### src/rtl/xgri_pkg.sv
// xgri_gen3 shared definitions: register map, status/CFG bit positions
// and the per-channel control bundle decoded by the top level.
package xgri_pkg;

    // Global registers
    localparam logic [4:0] REG_STATUS  = 5'd0;
    localparam logic [4:0] REG_HSCROLL = 5'd1;
    localparam logic [4:0] REG_VSCROLL = 5'd2;

    // Channel register block: CH_BASE + CH_STRIDE*c + CH_*
    localparam int CH_BASE   = 8;
    localparam int CH_STRIDE = 4;

    localparam logic [1:0] CH_ADDR = 2'd0;
    localparam logic [1:0] CH_INC  = 2'd1;
    localparam logic [1:0] CH_DATA = 2'd2;
    localparam logic [1:0] CH_CFG  = 2'd3;

    // Status register layout
    localparam int ST_BUSY_BIT  = 15;
    localparam int ST_FULL_LSB  = 4;
    localparam int ST_EMPTY_LSB = 0;

    // CFG register layout
    localparam int CFG_BL_LSB    = 0;
    localparam int CFG_LVL_LSB   = 2;
    localparam int CFG_FLUSH_BIT = 15;

    // Per-channel strobes produced by the register decoder
    typedef struct packed {
        logic addr_wr;
        logic inc_wr;
        logic push;
        logic cfg_wr;
        logic cfg_rd;
    } chan_ctl_t;

endpackage

### src/rtl/xgri_chan.sv
// One xgri write channel: show-ahead FIFO, overflow flag and address generator.
// Ports: clk_sys/rst_n, ctl strobes + wdata from decoder, pop from XGMM,
//   FIFO flags/head word, addr/inc/burst_log2/level/ovf for readback.
module xgri_chan
    import xgri_pkg::*;
#(
    parameter int DW    = 16,
    parameter int AW    = 15,
    parameter int DEPTH = 16,
    parameter int LW    = $clog2(DEPTH) + 1
) (
    input  logic          clk_sys,
    input  logic          rst_n,
    input  chan_ctl_t     ctl,
    input  logic [DW-1:0] wdata,
    input  logic          pop,
    output logic          full,
    output logic          empty,
    output logic [DW-1:0] head,
    output logic [AW-1:0] addr,
    output logic [AW-1:0] inc,
    output logic [1:0]    burst_log2,
    output logic [LW-1:0] level,
    output logic          ovf
);

    logic [DW-1:0] mem [DEPTH];
    logic [LW-1:0] wptr;
    logic [LW-1:0] rptr;
    logic [2:0]    bcnt;
    logic [2:0]    bmax;
    logic          flush;
    logic          push_ok;
    logic          pop_ok;

    // Pointers carry one extra wrap bit so full and empty differ.
    assign level   = wptr - rptr;
    assign full    = (level == LW'(DEPTH));
    assign empty   = (level == '0);
    assign head    = mem[rptr[LW-2:0]];

    assign flush   = ctl.cfg_wr & wdata[CFG_FLUSH_BIT];
    // Push checks full before any same-cycle pop frees a slot.
    assign push_ok = ctl.push & ~full;
    assign pop_ok  = pop & ~empty;
    assign bmax    = (3'd1 << burst_log2) - 3'd1;

    always_ff @(posedge clk_sys) begin
        if (push_ok && !flush) begin
            mem[wptr[LW-2:0]] <= wdata;
        end
    end

    always_ff @(posedge clk_sys) begin
        if (!rst_n) begin
            wptr       <= '0;
            rptr       <= '0;
            ovf        <= 1'b0;
            addr       <= '0;
            inc        <= AW'(1);
            burst_log2 <= '0;
            bcnt       <= '0;
        end else begin
            if (flush) begin
                wptr <= '0;
                rptr <= '0;
            end else begin
                if (push_ok) wptr <= wptr + 1'b1;
                if (pop_ok)  rptr <= rptr + 1'b1;
            end

            // A CFG read reports the old value and clears it on the same edge.
            if (flush || ctl.cfg_rd) begin
                ovf <= 1'b0;
            end else if (ctl.push && full) begin
                ovf <= 1'b1;
            end

            if (ctl.cfg_wr) burst_log2 <= wdata[CFG_BL_LSB +: 2];
            if (ctl.inc_wr) inc <= wdata[AW-1:0];

            // CPU address load beats the burst increment.
            if (ctl.addr_wr) begin
                addr <= wdata[AW-1:0];
                bcnt <= '0;
            end else if (flush) begin
                bcnt <= '0;
            end else if (pop_ok) begin
                if (bcnt == bmax) begin
                    addr <= addr + inc;
                    bcnt <= '0;
                end else begin
                    bcnt <= bcnt + 3'd1;
                end
            end
        end
    end

endmodule

### src/rtl/xgri_gen3.sv
// xgri_gen3 top: CPU register decode, scroll registers, busy and read mux
// around NCH xgri_chan write channels feeding XGMM (m_pop/m_data/m_addr).
module xgri_gen3
    import xgri_pkg::*;
#(
    parameter int NCH   = 2,
    parameter int DW    = 16,
    parameter int AW    = 15,
    parameter int DEPTH = 16,
    parameter int HSW   = 11,
    parameter int VSW   = 10
) (
    input  logic              clk_sys,
    input  logic              rst_n,
    input  logic              ri_en,
    input  logic              ri_wren,
    input  logic              ri_ren,
    input  logic [4:0]        ri_addr,
    input  logic [DW-1:0]     from_cpu,
    output logic [DW-1:0]     to_cpu,
    output logic [HSW-1:0]    ri_h_scroll,
    output logic [VSW-1:0]    ri_v_scroll,
    input  logic [NCH-1:0]    m_pop,
    output logic [NCH-1:0]    m_full,
    output logic [NCH-1:0]    m_empty,
    output logic [NCH*DW-1:0] m_data,
    output logic [NCH*AW-1:0] m_addr
);

    localparam int LW = $clog2(DEPTH) + 1;

    logic          wr;
    logic          rd;
    logic          in_ch;
    logic [2:0]    idx;
    logic [1:0]    sel;
    logic          busy;
    logic [DW-1:0] status;
    logic [DW-1:0] ch_rdata;
    logic [DW-1:0] rdata;

    logic [NCH-1:0] ch_hit;
    logic [NCH-1:0] push_v;
    logic [NCH-1:0] ovf_v;
    chan_ctl_t      ctl   [NCH];
    logic [AW-1:0]  addr_a[NCH];
    logic [AW-1:0]  inc_a [NCH];
    logic [1:0]     bl_a  [NCH];
    logic [LW-1:0]  lvl_a [NCH];

    assign wr    = ri_en & ri_wren;
    assign rd    = ri_en & ri_ren;
    // Addresses 8..31 are the channel area; idx is the channel number.
    assign in_ch = ri_addr[4] | ri_addr[3];
    assign idx   = ri_addr[4:2] - 3'(CH_BASE / CH_STRIDE);
    assign sel   = ri_addr[1:0];

    for (genvar c = 0; c < NCH; c++) begin : g_ch
        assign ch_hit[c] = in_ch & (idx == 3'(c));
        assign ctl[c] = '{
            addr_wr: wr & ch_hit[c] & (sel == CH_ADDR),
            inc_wr:  wr & ch_hit[c] & (sel == CH_INC),
            push:    wr & ch_hit[c] & (sel == CH_DATA),
            cfg_wr:  wr & ch_hit[c] & (sel == CH_CFG),
            cfg_rd:  rd & ch_hit[c] & (sel == CH_CFG)
        };
        assign push_v[c] = ctl[c].push;

        xgri_chan #(
            .DW    (DW),
            .AW    (AW),
            .DEPTH (DEPTH),
            .LW    (LW)
        ) u_chan (
            .clk_sys    (clk_sys),
            .rst_n      (rst_n),
            .ctl        (ctl[c]),
            .wdata      (from_cpu),
            .pop        (m_pop[c]),
            .full       (m_full[c]),
            .empty      (m_empty[c]),
            .head       (m_data[c*DW +: DW]),
            .addr       (addr_a[c]),
            .inc        (inc_a[c]),
            .burst_log2 (bl_a[c]),
            .level      (lvl_a[c]),
            .ovf        (ovf_v[c])
        );

        assign m_addr[c*AW +: AW] = addr_a[c];
    end

    // Flags lag a push by one cycle; busy masks them meanwhile.
    always_comb begin
        status = '0;
        status[ST_BUSY_BIT] = busy;
        for (int c = 0; c < NCH; c++) begin
            status[ST_FULL_LSB + c]  = m_full[c] | busy;
            status[ST_EMPTY_LSB + c] = m_empty[c] & ~busy;
        end
    end

    always_comb begin
        ch_rdata = '0;
        for (int c = 0; c < NCH; c++) begin
            if (ch_hit[c]) begin
                unique case (sel)
                    CH_ADDR: ch_rdata = DW'(addr_a[c]);
                    CH_INC:  ch_rdata = DW'(inc_a[c]);
                    CH_CFG: begin
                        ch_rdata[DW-1]               = ovf_v[c];
                        ch_rdata[CFG_LVL_LSB +: LW]  = lvl_a[c];
                        ch_rdata[CFG_BL_LSB +: 2]    = bl_a[c];
                    end
                    default: ch_rdata = '0;
                endcase
            end
        end
    end

    always_comb begin
        rdata = '0;
        unique case (1'b1)
            (ri_addr == REG_STATUS):  rdata = status;
            (ri_addr == REG_HSCROLL): rdata = DW'(ri_h_scroll);
            (ri_addr == REG_VSCROLL): rdata = DW'(ri_v_scroll);
            (|ch_hit):                rdata = ch_rdata;
            default:                  rdata = '0;
        endcase
    end

    always_ff @(posedge clk_sys) begin
        if (!rst_n) begin
            to_cpu      <= '0;
            ri_h_scroll <= '0;
            ri_v_scroll <= '0;
            busy        <= 1'b0;
        end else begin
            busy <= |push_v;
            if (rd) to_cpu <= rdata;
            if (wr && ri_addr == REG_HSCROLL) ri_h_scroll <= from_cpu[HSW-1:0];
            if (wr && ri_addr == REG_VSCROLL) ri_v_scroll <= from_cpu[VSW-1:0];
        end
    end

endmodule
### config.mk
export PLATFORM = sky130hd
export DESIGN_NAME = xgri_gen3
export DESIGN_NICKNAME = d
export VERILOG_FILES = /design/src/rtl/xgri_pkg.sv /design/src/rtl/xgri_chan.sv /design/src/rtl/xgri_gen3.sv
export SDC_FILE = /design/constraint.sdc
export NUM_CORES = 1
export LEC_CHECK = 0
export CORE_ASPECT_RATIO = 1.1
export CORE_MARGIN = 2
export CORE_UTILIZATION = 25
export DETAILED_ROUTE_END_ITERATION = 10
export HOLD_SLACK_MARGIN = 0.06
export RECOVER_POWER = 25
export SYNTH_ARGS = -nofsm -noshare
export SYNTH_HDL_FRONTEND = slang
export SYNTH_SLANG_ARGS = --single-unit
### constraint.sdc
create_clock -name clk_sys -period 3.8 [get_ports clk_sys]
set_clock_uncertainty 0.1 [all_clocks]
set_input_delay 0.76 -clock clk_sys [delete_from_list [all_inputs] [get_ports clk_sys]]
set_output_delay 0.76 -clock clk_sys [all_outputs]
set_load 0.005 [all_outputs]
==> results of run 1 <==
state kept, by name, summed over array words and instances, names as in the netlist, named ones only:
name / cells
g_ch.u_chan.mem: 512
g_ch.u_chan.addr: 30
g_ch.u_chan.inc: 30
to_cpu: 16
ri_h_scroll: 11
g_ch.u_chan.rptr: 10
g_ch.u_chan.wptr: 10
ri_v_scroll: 10
g_ch.u_chan.bcnt: 6
g_ch.u_chan.burst_log2: 4
g_ch.u_chan.ovf: 2
busy: 1
path summary, 6_finish.rpt:
kind / startpoint / cells past startpoint / slack [ps] / to
hold reg to reg: g_ch[0].u_chan.inc[9] / 2 / 390 / g_ch[0].u_chan.inc[9]
setup reg to reg: g_ch[0].u_chan.wptr[0] / 13 / 450 / g_ch[0].u_chan.mem[0][10]
setup / recovery: flop / 5 / 90 / m_data[11]
hold / removal: g_ch[0].u_chan.inc[9] / 2 / 390 / g_ch[0].u_chan.inc[9]
final cells by class:
cell class | instances | area [sq um] | share of cell area (%)
Inverter | 29 | 109 | 0.320
Clock inverter | 42 | 448 | 1.32
Sequential cell | 650 | 18200 | 53.5
Antenna cell | 1 | 2.50 | 0.00737
Tap cell | 1495 | 1870 | 5.51
Clock buffer | 77 | 1730 | 5.11
Multi-Input combinational cell | 992 | 9220 | 27.1
Timing Repair Buffer | 233 | 2430 | 7.15
power breakdown:
group	total, mW	switching [mW]	internal (mW)
combinational	4.42	2.20	2.22
sequential	8.03	0.219	7.81
clock	6.51	2.78	3.74
cells by family (layout without fill, tap and decap cells):
group | Yosys count | count (layout) | synth area share [%]
DFF | 650 | 650 | 65.1
and+or+nand+nor | 408 | 408 | 7.10
AOI/OAI and AO/OA | 297 | 297 | 7.68
muxes | 195 | 195 | 14.2
buffers and inverters | 129 | 381 | 2.14
adders and majority gates | 53 | 53 | 2.49
xor gates and xnor gates | 39 | 39 | 1.23
other | 0 | 1 | 0
routing by layer:
metal  wire (microns)  track usage [%]  vias up
met5               33                0        -
met4             1690             3.84        4
met3             5200             2.28      114
met2            38800             22.9      572
met1            33900             18.6     8697
li1                 -                -     7380
critical path, cell delays in order (launching register included):
cell and delay [ps]:
sky130_fd_sc_hd__dfxtp_4 390, sky130_fd_sc_hd__buf_12 140, sky130_fd_sc_hd__buf_16 180, sky130_fd_sc_hd__mux4_2 540, sky130_fd_sc_hd__mux4_2 530, sky130_fd_sc_hd__clkdlybuf4s50_1 470
per-stage QoR:
stage / setup slack [ps] / util [%] / cell area (sq um) / hold slack (ps)
final: 87.2 / 30.7 / 34000 / 387
after global routing: 5.18 / 30.7 / 34000 / 409
after CTS: 0.763 / 30.7 / 33900 / 384
after detailed placement: 23.0 / 28.4 / 31400 / 375
after global placement: 57.1 / 28.4 / 31400 / 369
after floorplan: 91.6 / - / 27900 / 349
Yosys cell counts (all sizes together) (14+ instances only):
cell,instances,area (sq um)
edfxtp,512,15400
nand2,189,714
mux4,161,3630
dfxtp,138,2760
nor2,64,243
a21boi,55,413
a21oi,54,274
buf,54,314
ha,49,613
o21ai,48,240
clkbuf,46,174
mux2i,34,340
nand3,34,185
inv,29,109
nor3,25,145
xnor2,22,193
o211ai,19,183
xor2,17,149
a31oi,16,100
nand2b,16,100
o211a,15,150
or3,14,87.6
what timing repair did:
| action | 4_1_cts | 5_1_grt |
|---|---|---|
| setup endpoints to repair | 35 | 16 |
| endpoints found under the hold margin | 0 | 0 |
| gates cloned | 5 | 1 |
| pin swaps | 3 | 1 |
| gates resized for setup | 44 | 11 |
| setup buffers | 11 | 1 |
==> impl_metrics.env, run 1 <==
export IMPL_run_status="finished with violations"
export IMPL_failed_checks="max-capacitance violations, max-slew violations"
export IMPL_count_of_tritonroute_iterations_in_the_first_routing_pass=5
export IMPL_placed_cells_incl_taps=3381
export IMPL_cts_sinks=650
export IMPL_fin_crit_sh_pct=97.7
export IMPL_drv_slew=431
export IMPL_cts_tree="done"
export IMPL_synth_area_sq_um=27900
export IMPL_peakVddDrop_v=0.000284
export IMPL_starting_density_pct=25.2
export IMPL_clockRootBuffer="sky130_fd_sc_hd__clkbuf_16"
export IMPL_vias=16767
export IMPL_global_route_wire_length_before_repair_mm=116
export IMPL_clk_latency_ps=610
export IMPL_fin_total_pwr_mw=19.0
export IMPL_layout_commonest_cell="sky130_fd_sc_hd__edfxtp_1"
export IMPL_tightestPinTransition_ps=2620
export IMPL_areaGrowthSynthToFinish_pct=22.0
export IMPL_layout_cells_most_common_list="sky130_fd_sc_hd__edfxtp_1, sky130_fd_sc_hd__nand2_1, sky130_fd_sc_hd__mux4_2"
export IMPL_maximum_count_of_clock_buffers_along_a_single_path=3
export IMPL_clock_pin_slew_on_the_worst_setup_and_hold_paths_ps=60
export IMPL_cts_max_level=3
export IMPL_hpwl_mm=53.2
export IMPL_chipHeight_microns=354
export IMPL_fp_dieW_microns=322
export IMPL_port_buffers=130
export IMPL_rows=128
export IMPL_synth_seq_cells=650
export IMPL_finalSetupViolCount=0
export IMPL_synth_top_flop_cell="sky130_fd_sc_hd__edfxtp_1"
export IMPL_synth_async_sr_flop_share_pct=0
export IMPL_via_density=4.76
export IMPL_top_level_port_count=131
export IMPL_gr_total_overflow=0
export IMPL_synth_area_per_cell_sq_um=15.7
export IMPL_hold_buffers=0
export IMPL_setup_worst_path_start_class="flop"
export IMPL_post_route_drc_count=0
export IMPL_core_area_sq_um=111000
export IMPL_synth_nets=1852
export IMPL_initialDrtViolationCount=1481
export IMPL_timing_slew_headroom_pct=-74.9
export IMPL_route_detailed_wl_per_inst_microns=22.6
export IMPL_ys_seq_area_share_pct=65.1
export IMPL_maxCapViolations=11
export IMPL_grt_start_max_net_pins=65
export IMPL_cp_data_required_time_ps=2940
export IMPL_pwr_density_cell_nw_per_um2=558
export IMPL_power_leakage_nw=10.9
export IMPL_critPathArrivalTime_ps=2850
export IMPL_antenna_left=0
export IMPL_final_layout_size_suffix_gt1_share_pct=21.3
export IMPL_final_cell_count_no_fill=3519
export IMPL_tritoncts_num_buffers=66
export IMPL_crit_fanout=13
export IMPL_fillCellCount=10812
export IMPL_dieArea_sq_um=114000
export IMPL_worst_setup_path_type="flop to output pin"
export IMPL_globalRouteTotalUtil_pct=13.8
export IMPL_number_of_endpoints_with_negative_hold_slack_in_the_final_report=0
export IMPL_grt_pass1_vias=16712
export IMPL_min_clock_period_post_route_ps=3710
export IMPL_timing_hold_worst_class="flop to flop"
export IMPL_synth_edff_count=512
export IMPL_timing_critical_path_to_type="output pin"
export IMPL_fmax_mhz=269
export IMPL_ys_warn_count=0
export IMPL_route_final_wire_length_mm=79.6
export IMPL_grt_setup_unrepaired="false"
export IMPL_nets=2053
export IMPL_globalplace_congestion=0.829
export IMPL_setup_tns_final_ps=0
export IMPL_synth_distinct_cells=89
export IMPL_post_synth_inst_count=1771
export IMPL_grt_antenna_before_repair=4
Note: power is estimated with default switching activity, not from simulation.
==> run 2, diff against run 1 <==
- RECOVER_POWER: 25 -> 100
==> impl_metrics.env, run 2 (same netlist as run 1, synthesis figures left out) <==
export IMPL_run_status="finished with violations"
export IMPL_failed_checks="max-capacitance violations, max-slew violations"
export IMPL_ff_latch_area_sq_um=18200
export IMPL_globalRouteTotalUtil_pct=13.8
export IMPL_grt_antenna_before_repair=7
export IMPL_layout_commonest_cell="sky130_fd_sc_hd__edfxtp_1"
export IMPL_tritoncts_num_buffers=66
export IMPL_cts_sinks=650
export IMPL_tightestPinTransition_ps=2620
export IMPL_maximum_count_of_clock_buffers_along_a_single_path=3
export IMPL_areaGrowthSynthToFinish_pct=20.4
export IMPL_fin_crit_sh_pct=98.0
export IMPL_power_leakage_nw=10.9
export IMPL_cts_tree="done"
export IMPL_cts_max_level=3
export IMPL_layout_cell_area_non_filler_sq_um=33500
export IMPL_placed_cells_incl_taps=3381
export IMPL_fmax_mhz=268
export IMPL_maxCapViolations=15
export IMPL_global_route_wire_length_before_repair_mm=116
export IMPL_timing_hold_worst_class="flop to flop"
export IMPL_cp_data_required_time_ps=2940
export IMPL_chipHeight_microns=354
export IMPL_antenna_left=0
export IMPL_number_of_endpoints_with_negative_hold_slack_in_the_final_report=0
export IMPL_layout_cells_most_common_list="sky130_fd_sc_hd__edfxtp_1, sky130_fd_sc_hd__nand2_1, sky130_fd_sc_hd__mux4_2"
export IMPL_setup_tns_final_ps=0
export IMPL_core_area_sq_um=111000
export IMPL_peakVddDrop_v=0.000290
export IMPL_setup_worst_path_start_class="flop"
export IMPL_hpwl_mm=53.2
export IMPL_post_route_drc_count=0
export IMPL_grt_start_max_net_pins=65
export IMPL_globalplace_congestion=0.829
export IMPL_drv_slew=561
export IMPL_route_final_wire_length_mm=79.6
export IMPL_comb_power_share_pct=22.8
export IMPL_cell_int_power_mw=13.7
export IMPL_largest_reg_flops=512
export IMPL_p_seq_share_pct=42.6
export IMPL_crit_fanout=11
export IMPL_vias=16774
export IMPL_route_detailed_wl_per_inst_microns=22.6
export IMPL_clockRootBuffer="sky130_fd_sc_hd__clkbuf_16"
export IMPL_pwr_density_cell_nw_per_um2=562
export IMPL_fp_dieW_microns=322
export IMPL_regToRegSetupSlack_ps=120
export IMPL_grt_pass1_vias=16712
export IMPL_multiInputGateArea_sq_um=9140
export IMPL_worst_setup_path_type="flop to output pin"
export IMPL_clk_latency_ps=610
export IMPL_power_switching_share_pct=27.5
export IMPL_final_cell_count_no_fill=3519
export IMPL_dieArea_sq_um=114000
export IMPL_min_clock_period_post_route_ps=3720
export IMPL_grt_setup_unrepaired="false"
export IMPL_timing_critical_path_to_type="output pin"
export IMPL_initialDrtViolationCount=1466
export IMPL_total_switching_power_mw=5.18
export IMPL_placedInstanceArea_sq_um=31400
export IMPL_nets=2053
export IMPL_clock_power_share_pct=34.6
export IMPL_hold_buffers=0
export IMPL_top_level_port_count=131
export IMPL_final_layout_size_suffix_gt1_share_pct=19.6
export IMPL_count_of_tritonroute_iterations_in_the_first_routing_pass=7
export IMPL_critPathArrivalTime_ps=2860
export IMPL_timing_slew_headroom_pct=-74.9
export IMPL_rows=128
export IMPL_port_buffers=130
export IMPL_fillCellCount=10882
export IMPL_clock_pin_slew_on_the_worst_setup_and_hold_paths_ps=60
export IMPL_starting_density_pct=25.2
export IMPL_via_density=4.77
export IMPL_finalSetupViolCount=0
export IMPL_gr_total_overflow=0
## run 2: cell type report
class,count,area share (%)
Antenna cell,1,0.00746
Clock buffer,77,5.17
Clock inverter,42,1.34
Inverter,29,0.325
Multi-Input combinational cell,992,27.2
Sequential cell,650,54.1
Tap cell,1495,5.58
Timing Repair Buffer,233,6.19
## run 2: what timing repair did
item                                   CTS  global route
pin swaps                                3             1
endpoints found under the hold margin    0             0
buffers inserted                        11             1
cloned                                   5             1
setup endpoints to repair               35            16
resized for setup                       44            11
## run 2: critical path, cell delays in order (launching register included)
cell                            delay, ps
sky130_fd_sc_hd__dfxtp_4              380
sky130_fd_sc_hd__buf_6                160
sky130_fd_sc_hd__buf_6                240
sky130_fd_sc_hd__mux4_2               580
sky130_fd_sc_hd__mux4_2               570
sky130_fd_sc_hd__dlygate4sd2_1        310
## run 2: stage by stage
step                worst slack (ps)  util [%]  hold slack, ps  power (mW)
floorplan                       91.6         -             349        10.6
global placement                57.1      28.4             369        12.2
detailed placement              23.0      28.4             375        12.3
CTS                            0.763      30.7             384        19.1
global route                    4.36      30.3             412        19.5
finish                          75.6      30.3             390        18.8
## run 2: metal layers
layer	part of all wire, %	track usage [%]	vias up
met1	42	18.6	8712
met4	2.2	3.84	4
met5	0.041	0	-
met2	49	22.9	567
li1	-	-	7382
met3	6.5	2.28	109
## run 2: worst paths after layout
| path | startpoint | end | cells past startpoint |
|---|---|---|---|
| worst max-delay path | flop | m_data[29] | 5 |
| worst min-delay path | g_ch[0].u_chan.inc[4] | g_ch[0].u_chan.inc[4] | 2 |
| worst max register to register | g_ch[0].u_chan.wptr[0] | g_ch[0].u_chan.mem[0][7] | 13 |
| worst min register to register | g_ch[0].u_chan.inc[4] | g_ch[0].u_chan.inc[4] | 2 |
## run 2: power by group through the flow
stage               combinational, mW  clock [mW]  sequential [mW]
floorplan                        2.51           0             8.06
global placement                 4.05           0             8.20
detailed placement               4.12           0             8.20
CTS                              4.45        6.65             8.03
global route                     4.59        6.91             8.05
finish                           4.30        6.51             8.03
==> run 3, diff against run 2 <==
- clock period: 3.8 -> 3.6 ns (I/O delays scaled with it)
==> impl_metrics.env, run 3 (same netlist as run 1, synthesis figures left out) <==
export IMPL_cts_sinks=650
export IMPL_critPathSlowestCell="sky130_fd_sc_hd__mux4_2"
export IMPL_setup_ws_ps=74.9
export IMPL_worst_setup_path_type="flop to output pin"
export IMPL_worstSetupEndpoint="m_data[4]"
export IMPL_dieArea_sq_um=114000
export IMPL_hpwl_mm=52.8
export IMPL_finalSetupViolCount=0
export IMPL_crit_top_cell="sky130_fd_sc_hd__mux4_2"
export IMPL_timing_hold_worst_class="flop to flop"
export IMPL_areaGrowthSynthToFinish_pct=21.0
export IMPL_number_of_endpoints_with_negative_hold_slack_in_the_final_report=0
export IMPL_timing_critical_path_to_type="output pin"
export IMPL_grt_setup_unrepaired="false"
export IMPL_hold_buffers=0
export IMPL_fp_dieW_microns=322
export IMPL_largest_reg_flops=512
export IMPL_rr_startpoint="g_ch[0].u_chan.wptr[0]"
export IMPL_grt_pass1_vias=17134
export IMPL_core_area_sq_um=111000
export IMPL_peakVddDrop_v=0.000341
export IMPL_via_density=4.73
export IMPL_nets=2065
export IMPL_top_level_port_count=131
export IMPL_clockRootBuffer="sky130_fd_sc_hd__clkbuf_16"
export IMPL_initialDrtViolationCount=1468
export IMPL_final_layout_size_suffix_gt1_share_pct=20.1
export IMPL_globalRouteTotalUtil_pct=13.5
export IMPL_globalplace_congestion=0.841
export IMPL_chipHeight_microns=354
export IMPL_setup_worst_path_start_class="flop"
export IMPL_crit_fanout=14
export IMPL_critical_path_cell_chain="buf_12, mux4_2, mux4_2, dlygate4sd2_1"
export IMPL_antenna_left=0
export IMPL_count_of_tritonroute_iterations_in_the_first_routing_pass=5
export IMPL_gr_total_overflow=0
export IMPL_global_route_wire_length_before_repair_mm=115
export IMPL_post_route_drc_count=0
export IMPL_fin_crit_sh_pct=97.9
export IMPL_pwr_density_cell_nw_per_um2=589
export IMPL_rows=128
export IMPL_starting_density_pct=25.2
export IMPL_tritoncts_num_buffers=69
export IMPL_maxCapViolations=13
export IMPL_vias=16737
export IMPL_cp_data_required_time_ps=2780
export IMPL_power_leakage_nw=11.0
export IMPL_route_final_wire_length_mm=78.1
export IMPL_fmax_mhz=284
export IMPL_cts_tree="done"
export IMPL_maximum_count_of_clock_buffers_along_a_single_path=3
export IMPL_tightestPinTransition_ps=2700
export IMPL_minimum_setup_slack_after_placement_ps=33.9
export IMPL_drv_slew=498
export IMPL_route_detailed_wl_per_inst_microns=22.1
export IMPL_grt_start_max_net_pins=65
export IMPL_run_status="finished with violations"
export IMPL_port_buffers=130
export IMPL_critPathArrivalTime_ps=2710
export IMPL_clock_pin_slew_on_the_worst_setup_and_hold_paths_ps=60
export IMPL_clk_latency_ps=630
export IMPL_regToRegSetupSlack_ps=160
export IMPL_timing_slew_headroom_pct=-80.3
export IMPL_layout_cell_area_non_filler_sq_um=33700
export IMPL_r2r_worst_path_cells=15
export IMPL_fin_total_pwr_mw=19.8
export IMPL_grt_antenna_before_repair=5
export IMPL_setup_tns_final_ps=0
export IMPL_critical_path_max_stage_delay_ps=580
export IMPL_placedInstanceArea_sq_um=31800
export IMPL_rr_endpoint="g_ch[0].u_chan.mem[0][8]"
export IMPL_whs_path_depth=2
export IMPL_failed_checks="max-capacitance violations, max-slew violations"
export IMPL_layout_commonest_cell="sky130_fd_sc_hd__edfxtp_1"
export IMPL_layout_cells_most_common_list="sky130_fd_sc_hd__edfxtp_1, sky130_fd_sc_hd__nand2_1, sky130_fd_sc_hd__mux4_2"
export IMPL_min_clock_period_post_route_ps=3530
export IMPL_cts_max_level=3
==> run 3: how the worst min path moves through the flow <==
stage                                   endpoint                   start
after global routing       g_ch[1].u_chan.inc[7]   g_ch[1].u_chan.inc[7]
after CTS                  g_ch[0].u_chan.inc[0]                   rst_n
after global placement     g_ch[0].u_chan.inc[2]   g_ch[0].u_chan.inc[2]
final                     g_ch[1].u_chan.inc[10]  g_ch[1].u_chan.inc[10]
after detailed placement   g_ch[0].u_chan.inc[6]   g_ch[0].u_chan.inc[6]
after floorplan           g_ch[0].u_chan.inc[13]  g_ch[0].u_chan.inc[13]
==> run 3: worst max-delay path: cells and delay by family, from the launching register on <==
family   cells  cell delay (ps)
mux          2             1130
buf+inv      2              510
flops        1              460
==> run 3: layer usage <==
| layer | wire (microns) | track usage (%) |
|---|---|---|
| met1 | 32400 | 17.4 |
| met2 | 38200 | 22.6 |
| met3 | 4990 | 2.50 |
| met4 | 2530 | 5.06 |
| met5 | 0 | 0 |
==> run 3: power breakdown <==
| group | switching (mW) | internal (mW) | total [mW] | leakage (nW) |
|---|---|---|---|---|
| logic | 2.17 | 2.11 | 4.28 | 4.19 |
| registers | 0.242 | 8.25 | 8.49 | 5.72 |
| clock network | 3.07 | 4.00 | 7.07 | 1.10 |
| total | 5.48 | 14.4 | 19.8 | 11.0 |
==> run 3: timing repair <==
action,4_1_cts,5_1_grt
gates resized for setup,69,4
endpoints found under the setup margin,36,198
gates cloned,1,1
buffers inserted,11,0
pin swaps,5,3
==> run 3: area by class of cell <==
cell class,instances,area [sq um]
fillers,10838,77000
flip-flops and latches,650,18200
multi-input cells,992,9160
repair buffers,242,2140
well taps,1495,1870
clock buffers,82,1830
clock inverters,44,447
inverters,29,111
diodes,1,2.50
==> run 3: per-stage QoR <==
stage / hold slack [ps] / utilization [%] / instances
2_1_floorplan: 349 / - / 1771
3_3_place_gp: 370 / 28.7 / 3395
3_5_place_dp: 382 / 28.7 / 3395
4_1_cts: 388 / 30.9 / 3533
5_1_grt: 404 / 30.5 / 3534
6_report: 388 / 30.5 / 3535
